==> src/rtl/mycpu_seq_ctrl.sv <==
// mycpu_seq_ctrl: multi-cycle instruction sequencer for the myCPU core.
// Steps each instruction through IF -> ID -> EX -> [MEM] -> [WB], drives the
// instruction/data SRAM handshakes, the IR/PC load strobes and the register
// file write enable, and counts retired instructions.
//
// Ports
//   clk        in   system clock, rising edge
//   rst        in   asynchronous active-low reset
//   run        in   keep issuing instructions (sampled in IDLE and at retire)
//   inst_req   out  instruction fetch request (IF)
//   inst_ack   in   fetch complete, instruction valid
//   data_req   out  data memory request (MEM)
//   data_wr    out  1 = store, 0 = load; valid with data_req
//   data_ack   in   data access complete
//   dec_load   in   decoded load
//   dec_store  in   decoded store
//   dec_wen    in   decoded register-file write
//   dec_branch in   decoded PC redirect
//   ir_we      out  latch fetched instruction (IF & inst_ack)
//   pc_we      out  PC update at retire
//   pc_sel     out  0 = PC+4, 1 = jump target; valid with pc_we
//   rf_wen     out  register-file write enable (WB only)
//   wb_sel     out  1 = memory data, 0 = ALU result
//   state      out  current state encoding
//   instret    out  retired-instruction counter (wraps)
module mycpu_seq_ctrl (
    input  logic        clk,
    input  logic        rst,
    input  logic        run,
    output logic        inst_req,
    input  logic        inst_ack,
    output logic        data_req,
    output logic        data_wr,
    input  logic        data_ack,
    input  logic        dec_load,
    input  logic        dec_store,
    input  logic        dec_wen,
    input  logic        dec_branch,
    output logic        ir_we,
    output logic        pc_we,
    output logic        pc_sel,
    output logic        rf_wen,
    output logic        wb_sel,
    output logic [2:0]  state,
    output logic [31:0] instret
);

    localparam int unsigned CNT_W = 32;

    typedef enum logic [2:0] {
        S_IDLE = 3'd0,
        S_IF   = 3'd1,
        S_ID   = 3'd2,
        S_EX   = 3'd3,
        S_MEM  = 3'd4,
        S_WB   = 3'd5
    } state_t;

    state_t             r_state;
    state_t             w_next;
    logic               r_br_q;
    logic [CNT_W-1:0]   r_instret;
    logic               w_retire;

    // State register
    always_ff @(posedge clk or negedge rst) begin
        if (!rst) begin
            r_state <= S_IDLE;
        end else begin
            r_state <= w_next;
        end
    end

    // Next-state and strobe decode
    always_comb begin
        w_next   = r_state;
        inst_req = 1'b0;
        ir_we    = 1'b0;
        data_req = 1'b0;
        data_wr  = 1'b0;
        rf_wen   = 1'b0;
        wb_sel   = 1'b0;
        pc_sel   = 1'b0;
        pc_we    = 1'b0;
        w_retire = 1'b0;
        case (r_state)
            S_IDLE: begin
                if (run) w_next = S_IF;
            end
            S_IF: begin
                inst_req = 1'b1;
                if (inst_ack) begin
                    ir_we  = 1'b1;
                    w_next = S_ID;
                end
            end
            S_ID: begin
                w_next = S_EX;
            end
            S_EX: begin
                if (dec_load || dec_store) begin
                    w_next = S_MEM;
                end else if (dec_wen) begin
                    w_next = S_WB;
                end else begin
                    // br_q is only being captured this edge, so use the decode directly
                    w_retire = 1'b1;
                    pc_sel   = dec_branch;
                end
            end
            S_MEM: begin
                data_req = 1'b1;
                data_wr  = dec_store;
                if (data_ack) begin
                    if (dec_load) begin
                        w_next = S_WB;
                    end else begin
                        w_retire = 1'b1;
                        pc_sel   = r_br_q;
                    end
                end
            end
            S_WB: begin
                rf_wen   = 1'b1;
                wb_sel   = dec_load;
                w_retire = 1'b1;
                pc_sel   = r_br_q;
            end
            default: begin
                w_next = S_IDLE;
            end
        endcase
        pc_we = w_retire;
        if (w_retire) begin
            w_next = run ? S_IF : S_IDLE;
        end
    end

    // Branch decision latch and retired-instruction counter
    always_ff @(posedge clk or negedge rst) begin
        if (!rst) begin
            r_br_q    <= 1'b0;
            r_instret <= '0;
        end else begin
            if (r_state == S_EX) begin
                r_br_q <= dec_branch;
            end
            if (w_retire) begin
                r_instret <= CNT_W'(r_instret + CNT_W'(1));
            end
        end
    end

    assign state   = r_state;
    assign instret = r_instret;

endmodule

==> config.mk <==
export PLATFORM = sky130hd
export DESIGN_NAME = mycpu_seq_ctrl
export DESIGN_NICKNAME = d
export VERILOG_FILES = /design/src/rtl/mycpu_seq_ctrl.sv
export SDC_FILE = /design/constraint.sdc
export NUM_CORES = 1
export LEC_CHECK = 0
export ABC_AREA = 1
export BUFFER_PORTS_ARGS = -buffer_cell sky130_fd_sc_hd__buf_4
export CAP_MARGIN = 20
export CELL_PAD_IN_SITES_DETAIL_PLACEMENT = 0
export CELL_PAD_IN_SITES_GLOBAL_PLACEMENT = 1
export CORE_MARGIN = 4
export CORE_UTILIZATION = 34
export CTS_CLUSTER_SIZE = 8
export DETAILED_ROUTE_END_ITERATION = 6
export PLACE_DENSITY = 0.87
export REMOVE_ABC_BUFFERS = 1
export SYNTH_ARGS = -nofsm -noshare
export SYNTH_HDL_FRONTEND = slang
export SYNTH_SLANG_ARGS = --single-unit
export TNS_END_PERCENT = 30
==> constraint.sdc <==
create_clock -name clk -period 1.4 [get_ports clk]
set_clock_uncertainty 0.05 [all_clocks]
set_input_delay 0.14 -clock clk [delete_from_list [all_inputs] [get_ports clk]]
set_output_delay 0.14 -clock clk [all_outputs]
set_load 0.01 [all_outputs]
# == Word level (Yosys, flattened, before mapping) ==
# Index checks and enable logic that the tools add are counted.
# word_totals
regBits,36
inputBits,9
out_inout_bits,43
elab_cells,44
# op_classes
addsub,1
n_eq_ne,11
mux,26
reduce_logical,3
# op_table
operator,n
$add 32x1->32 const B,1
$mux 3,7
$pmux 3 s6,1
$mux 1,16
$ne 3x3->1 const B,4
$eq 3x2->1 const B,2
$eq 3x3->1 const B,2
$pmux 1 s3,2
$reduce_and 6->1,1
$ne 4x4->1 const B,1
$eq 3x1->1 const B,1
$logic_not 3->1,1
$ne 2x2->1 const B,1
$logic_or 1x1->1,1

# == Longest topological paths before layout ==
# Gate-level depths: netlist of run 1.
# logic_depth
word_depth,5
depth_mapped,10
mapped_depth_nobuf,10

# == Least setup slack after synthesis of run 1 ==
# OpenSTA, ideal clock, no wires.
# synth_timing
kind,reg2reg
from,register r_instret[1] (netlist: instret[1])
to,register r_instret[30] (netlist: instret[30])
setup_ns,0.117
t_arrival_ns,1.309
required_ns,1.233
slack_ns,-0.076
stages_incl_launch_ff,11
path_buffers,0
period_less_slack_ns,1.476
path_cell_list,dfrtp_1 -> ha_1 -> inv_1 -> nor2_4 -> nand2_2 -> nor2_4 -> nand2_1 -> nand2_1 -> nand2_1 -> nand2_1 -> nand2_1
# synth_between
elab_chain_len,1
# synth_lines
item,line,source
from (decl),62,logic [CNT_W-1:0] r_instret;
from (signal assigned),149,r_instret <= CNT_W'(r_instret + CNT_W'(1));
$add 32x1->32,149,
# Every way passes these cells.
# A chain may end at the register's enable or synchronous reset.

# == Worst setup path after layout of run 1 ==
# layout_timing
from,register r_state[0] (netlist: state[0])
to,output port pc_we
# layout_between
elab_chain_len,2
# layout_lines
item,line,source
from (decl),59,state_t r_state;
from (signal assigned),70,r_state <= w_next;
$eq 3x3->1 or $eq 3x2->1 (tied branches),86,case (r_state)
$pmux 1 s3 *,86,
to (decl),40,"output logic pc_we,"
# Every way passes the cells marked *; elsewhere a longest branch is shown, timed or not.

==> results by group, run 1 <==
Die
  – Core footprint: 6790 um^2
  – Initial Util: 34.9%
  – Die H: 91.5 um
  – DIE WIDTH: 91.5 um
  – Core Rows: 30
  – Total die area: 8370 um^2
  – # IOs: 52

Critical path
  – Setup crit end kind: primary output
  – Cell Chain, Critical Path: nor2_4, nand4_1, nand3_4, buf_6, buf_6
  – Highest fanout seen on the critical path: 5
  – CP arrival: 1410 ps
  – Slowest stage delay, CP: 450 ps
  – Most used cell, CP: buf_6
  – CP required: 1210 ps
  – Worst-path cell with the longest stage delay: dfrtp_2
  – WS Path Type: flip-flop to primary output
  – Worst Setup Start Kind: flip-flop

Hold path
  – Min-delay worst type: input port to flip-flop

Detailed routing
  – Initial drt markers: 157
  – DR DRC count: 0
  – Via density: 4.59
  – Per-cell routed wire length: 13.0 um
  – Via count: 2,714
  – DRT antenna net count: 0
  – Drt first pass iters: 4
  – Routed wire length: 7.69 mm

Global route
  – First-pass GRT wire length: 11.7 mm
  – Met3 GRT Util: 3.81%
  – Met1 Resource Use GR: 22.5%
  – GRT busiest layer: met2
  – Met2 usage: 28.5%
  – Vias in the first global route: 2,522
  – GRT overflow: 0
  – Tot GR Track Use: 17.2%
  – Largest net degree at the start of global routing: 37
  – Initial antenna violation count: 0

CTS
  – Clock-pin slew on the worst setup and hold paths: 70 ps
  – CTS Buf Count: 5
  – Clock Sinks: 36
  – CTS Root Cell: clkbuf_8
  – Maximum clock path buffer count: 2
  – CTS HTree Levels: 2
  – Clock latency on the worst-skew pair: 290 ps
  – CTS tree: built

Synthesis
  – Top_reg_cell synth: dfrtp_1
  – EDFF count, synth: 0
  – Post-Synthesis Cells: 374
  – Synth top area share: 38.0%
  – Post-synthesis sequential area ratio: 38.0%
  – Ys Warns: 0
  – FFs w/ async S/R, synth: 100%
  – Synth unique cells: 22
  – Synth Cell Area: 2370 um^2
  – Synth cell count leaders: nand2_1 (170), nor2_1 (61), dfrtp_1 (36)
  – Most numerous cell in the Yosys netlist: nand2_1
  – Synthesized area per cell: 6.33 um^2
  – Leading area contributor after synthesis: dfrtp_1
  – FF+latch count, synth: 36
  – Synth top area cells: dfrtp_1 (38%), nand2_1 (27%), nor2_1 (9.7%)

Timing
  – RSZ-0062 raised after global routing: true
  – Pins Over Slew Limit: 0
  – Setup violators final: 41
  – Final worst setup slack: -205 ps
  – Peak Freq: 623 MHz
  – Fin Setup TNS: -4070 ps
  – Endpoints failing hold: 0
  – Max-slew headroom at the worst pin: 67.4%
  – Crit path time final: 1600 ps
  – Tcrit/Tclk final: 115%
  – Hold_ws: 21.3 ps
  – Worst-margin pin slew: 489 ps

Pwr
  – Clock share of power: 17.6%
  – P_int: 2.78 mW
  – Power Dens Cells: 1170 nW/um^2
  – Sw power: 1.69 mW
  – Combinational Power Share: 51.5%
  – Peak VDD IR: 0.000905 V
  – Leakage power: 1.92 nW
  – Sw Share: 37.9%
  – Sequential power share: 30.9%

Cells and area
  – Layout cells sized above 1: 39.0%
  – Antenna diodes: 0
  – Nets: 504
  – Area delta synth->final: 61.8%

Placement
  – Pre-CTS setup slack: -132 ps
  – Buffers on Ports: 51
  – GPL Wtd Cong: 0.888
  – Detail Placement HPWL: 5.37 mm

Run
  – MaxCap Viol Count: 0

Outcome
  – Failing checks: negative setup slack
  – Outcome: finished, violations left
## final timing paths
path	from	end	slack (ps)	depth (start not counted)
max	state[0]$_DFFE_PN0P_	pc_we	-200	5
min	dec_branch	r_br_q$_DFFE_PN0P_	20	3
max reg2reg	state[0]$_DFFE_PN0P_	instret[9]$_DFFE_PN0P_	-160	7
min reg2reg	r_br_q$_DFFE_PN0P_	r_br_q$_DFFE_PN0P_	430	2
max in group asynchronous	rst	state[2]$_DFFE_PN0P_	630	2
min in group asynchronous	rst	instret[0]$_DFFE_PN0P_	300	2
## kinds of logic (layout without fill, tap and decap cells)
group	after synthesis	count (layout)	share of synthesized area (%)
simple gates	271	271	46.6
compound gates	9	9	1.90
xor+xnor	15	15	5.55
flops	36	36	38.0
buf+inv	42	163	7.34
fa+ha+maj	1	1	0.528
## timing repair
item                                    CTS  global route
buffers inserted                          2             8
hold endpoints to repair                 36             0
endpoints found under the setup margin   38            42
hold buffers                              1             0
gates cloned                              0             3
pin swaps                                 9            19
resized for setup                        24            72
## worst max-delay path, delay by kind of cell, from the launching register on
family,cells,cell delay (ps)
and+or+nand+nor,3,450
DFF,1,450
buffers and inverters,2,210
## state kept, by name (all words and copies together), names as in the netlist
| name | count |
|---|---|
| instret | 32 |
| r_br_q | 1 |
| state | 3 |
## power groups by stage
stage | clock (mW) | combinational (mW) | sequential (mW)
3_3_place_gp | 0 | 1.57 | 1.32
5_1_grt | 0.857 | 2.46 | 1.40
3_5_place_dp | 0 | 1.58 | 1.33
2_1_floorplan | 0 | 0.607 | 1.39
6_report | 0.786 | 2.30 | 1.38
4_1_cts | 0.799 | 1.72 | 1.34
## cells in the final DEF, fill, tap and decap left out, types with 2 or more instances in the layout
cell	count
nor3_1	2
buf_12	3
o21ai_1	4
dfrtp_1	32
nand4_1	3
clkbuf_16	3
nor2_4	12
inv_2	3
inv_1	30
dfrtp_2	4
nand3_1	19
xor2_1	8
nand2_4	6
clkbuf_1	2
xnor2_1	4
nand2_2	19
inv_4	2
nor2_2	11
clkbuf_8	6
nand3_4	3
o21ai_0	3
buf_4	105
xnor2_2	2
nand2_1	147
nor2_1	45
buf_6	7
## cell type report
cell class | count | area [um^2]
sequential | 36 | 906
clock buffer | 8 | 90.1
tap | 96 | 120
multi-input combinational | 296 | 1560
fill | 642 | 2960
timing repair buffer | 119 | 1010
inverter | 36 | 145
## metal layers
layer / vias up / share of wire (%) / wire (um)
li1: 1384 / - / -
met4: 0 / 1.8 / 139
met1: 1264 / 46 / 3530
met2: 54 / 48 / 3720
met3: 12 / 3.9 / 302
met5: - / 0 / 0
## metrics by stage
stage,power (mW),std cells,utilization (%),instance area (um^2)
CTS,3.86,580,50.8,3450
finish,4.47,591,56.4,3830
floorplan,2.00,368,-,2330
global route,4.72,591,56.4,3830
detailed placement,2.91,569,48.0,3260
global placement,2.89,569,48.0,3260
(Power assumes the default switching activity.)
==> run 2, diff against run 1 <==
- REMOVE_ABC_BUFFERS: 1 -> not set
==> run 2 against run 1 <==
First-iteration DRC count shrank 27%; global-route usage grew 1.1 points; the run still ends with negative setup slack left; critical path type unchanged; worst setup slack lost 6.0 ps.
==> results by group, run 2 (synthesis gave the netlist of run 1 again) <==
Outcome
  – Outcome: finished, violations left
  – Failing checks: negative setup slack

CTS
  – Clock latency on the worst-skew pair: 300 ps
  – CTS HTree Levels: 2
  – Clock Sinks: 36
  – CTS Root Cell: clkbuf_8
  – Maximum clock path buffer count: 2
  – CTS Buf Count: 5
  – Clock-pin slew on the worst setup and hold paths: 90 ps
  – CTS tree: built

Pwr
  – Sw power: 1.70 mW
  – Peak VDD IR: 0.000718 V
  – Leakage power: 1.94 nW
  – Clock share of power: 17.5%
  – P_int: 2.68 mW
  – Sequential power share: 31.6%
  – Power Dens Cells: 1120 nW/um^2
  – Combinational Power Share: 50.9%
  – Sw Share: 38.8%

Critical path
  – R2R Path Start: state[0]$_DFFE_PN0P_
  – CP required: 1210 ps
  – Setup crit end kind: primary output
  – Reg2Reg Capture Point: instret[9]$_DFFE_PN0P_
  – Depth of the most critical reg-to-reg path: 8
  – Worst Setup Start Kind: flip-flop
  – CP arrival: 1420 ps
  – R2r setup slk: -90 ps
  – WS Path Type: flip-flop to primary output
  – Highest fanout seen on the critical path: 12
  – Worst Setup SP: state[0]$_DFFE_PN0P_
  – Critical path capture point: pc_we

Timing
  – Setup violators final: 33
  – RSZ-0062 raised after global routing: true
  – Pins Over Slew Limit: 0
  – Worst-margin pin slew: 493 ps
  – Peak Freq: 621 MHz
  – Tcrit/Tclk final: 115%
  – Final worst setup slack: -211 ps
  – Max-slew headroom at the worst pin: 67.2%
  – Crit path time final: 1610 ps
  – Fin Setup TNS: -2050 ps
  – Hold_ws: 24.6 ps
  – Endpoints failing hold: 0

Global route
  – GRT overflow: 0
  – Tot GR Track Use: 18.4%
  – Initial antenna violation count: 0
  – First-pass GRT wire length: 12.5 mm
  – Vias in the first global route: 2,667
  – Largest net degree at the start of global routing: 37

Detailed routing
  – Via count: 2,738
  – DRT antenna net count: 0
  – Routed wire length: 7.82 mm
  – Via density: 4.56
  – DR DRC count: 0
  – Drt first pass iters: 4
  – Per-cell routed wire length: 13.0 um
  – Initial drt markers: 114

Run
  – MaxCap Viol Count: 0

Cells and area
  – Area delta synth->final: 65.7%
  – Finished Layout Cells: 600
  – FF+latch area: 908 um^2
  – Most frequent cells in the layout: nand2_1 (146), buf_4 (113), nor2_1 (35), dfrtp_1 (30), inv_1 (28)
  – Multi-input gate area: 1580 um^2
  – Max reg flops: 32
  – Fill cell total of the finished layout: 638
  – Antenna diodes: 0
  – Nets: 513
  – Commonest non-fill, non-tap cell in the layout: nand2_1
  – Layout cells sized above 1: 43.5%

Die
  – Core footprint: 6790 um^2
  – Initial Util: 34.9%
  – Die H: 91.5 um
  – Core Rows: 30
  – DIE WIDTH: 91.5 um
  – # IOs: 52
  – Total die area: 8370 um^2

Placement
  – Buffers on Ports: 51
  – GPL Wtd Cong: 0.941
  – Detail Placement HPWL: 5.40 mm
  – Cells after DPL: 572

Synthesis
  – Net Count, Synth: 384

Hold path
  – Min-delay worst type: input port to flip-flop
-- run 2: cell count changes in the layout (fill, tap and decap cells not counted), moves of 4 or more --
cell / delta
nor2_4: +4
nor2_1: -10
buf_4: +8
nor2_2: +6
inv_2: +4
-- run 2: routing by layer --
metal  global-route usage (%)  part of all wire (%)
met1                     24.6                    44
met2                     29.7                    49
met3                     3.56                   4.6
met4                     5.90                   1.7
met5                        0                     0
-- run 2: critical path, cell delays in order (launching register included) --
cell and delay (ps):
dfrtp_2 430, nand2_2 100, nor2_4 120, nand3_2 100, nand3_4 120, buf_12 150, buf_6 100
-- run 2: what timing repair did --
action / CTS / global route
setup endpoints to repair: 37 / 43
hold buffers: 1 / 0
resized for setup: 43 / 69
gates cloned: 0 / 2
endpoints found under the hold margin: 36 / 0
pin swaps: 11 / 23
setup buffers: 12 / 5
-- run 2: area by class of cell --
cell class | instances | area share, %
clock buffer | 5 | 1.75
clock inverter | 3 | 0.478
inverter | 36 | 3.76
multi-input combinational | 296 | 40.3
sequential | 36 | 23.1
tap | 96 | 3.06
timing repair buffer | 128 | 27.5
-- run 2: stage by stage --
| step | power, mW | instance area (um^2) | util, % | worst slack [ps] |
|---|---|---|---|---|
| after floorplan | 2.10 | 2380 | - | 10.3 |
| after global placement | 2.89 | 3310 | 48.8 | -80.0 |
| after detailed placement | 2.93 | 3310 | 48.8 | -110 |
| after CTS | 3.99 | 3630 | 53.4 | -215 |
| after global routing | 4.63 | 3930 | 57.8 | -294 |
| final | 4.38 | 3930 | 57.8 | -211 |
-- run 2: power by group through the flow --
| stage | sequential (mW) | combinational [mW] | clock [mW] |
|---|---|---|---|
| after detailed placement | 1.35 | 1.57 | 0 |
| final | 1.38 | 2.23 | 0.768 |
| after global routing | 1.41 | 2.39 | 0.832 |
| after CTS | 1.36 | 1.85 | 0.780 |
| after global placement | 1.34 | 1.55 | 0 |
| after floorplan | 1.41 | 0.687 | 0 |
-- run 2: worst min path at each step --
| stage | depth (start not counted) | start | endpoint |
|---|---|---|---|
| floorplan | 0 | rst | instret[0]$_DFFE_PN0P_ |
| global placement | 1 | rst | instret[31]$_DFFE_PN0P_ |
| detailed placement | 1 | rst | instret[31]$_DFFE_PN0P_ |
| CTS | 3 | run | state[0]$_DFFE_PN0P_ |
| global route | 3 | run | state[0]$_DFFE_PN0P_ |
| finish | 3 | dec_branch | r_br_q$_DFFE_PN0P_ |
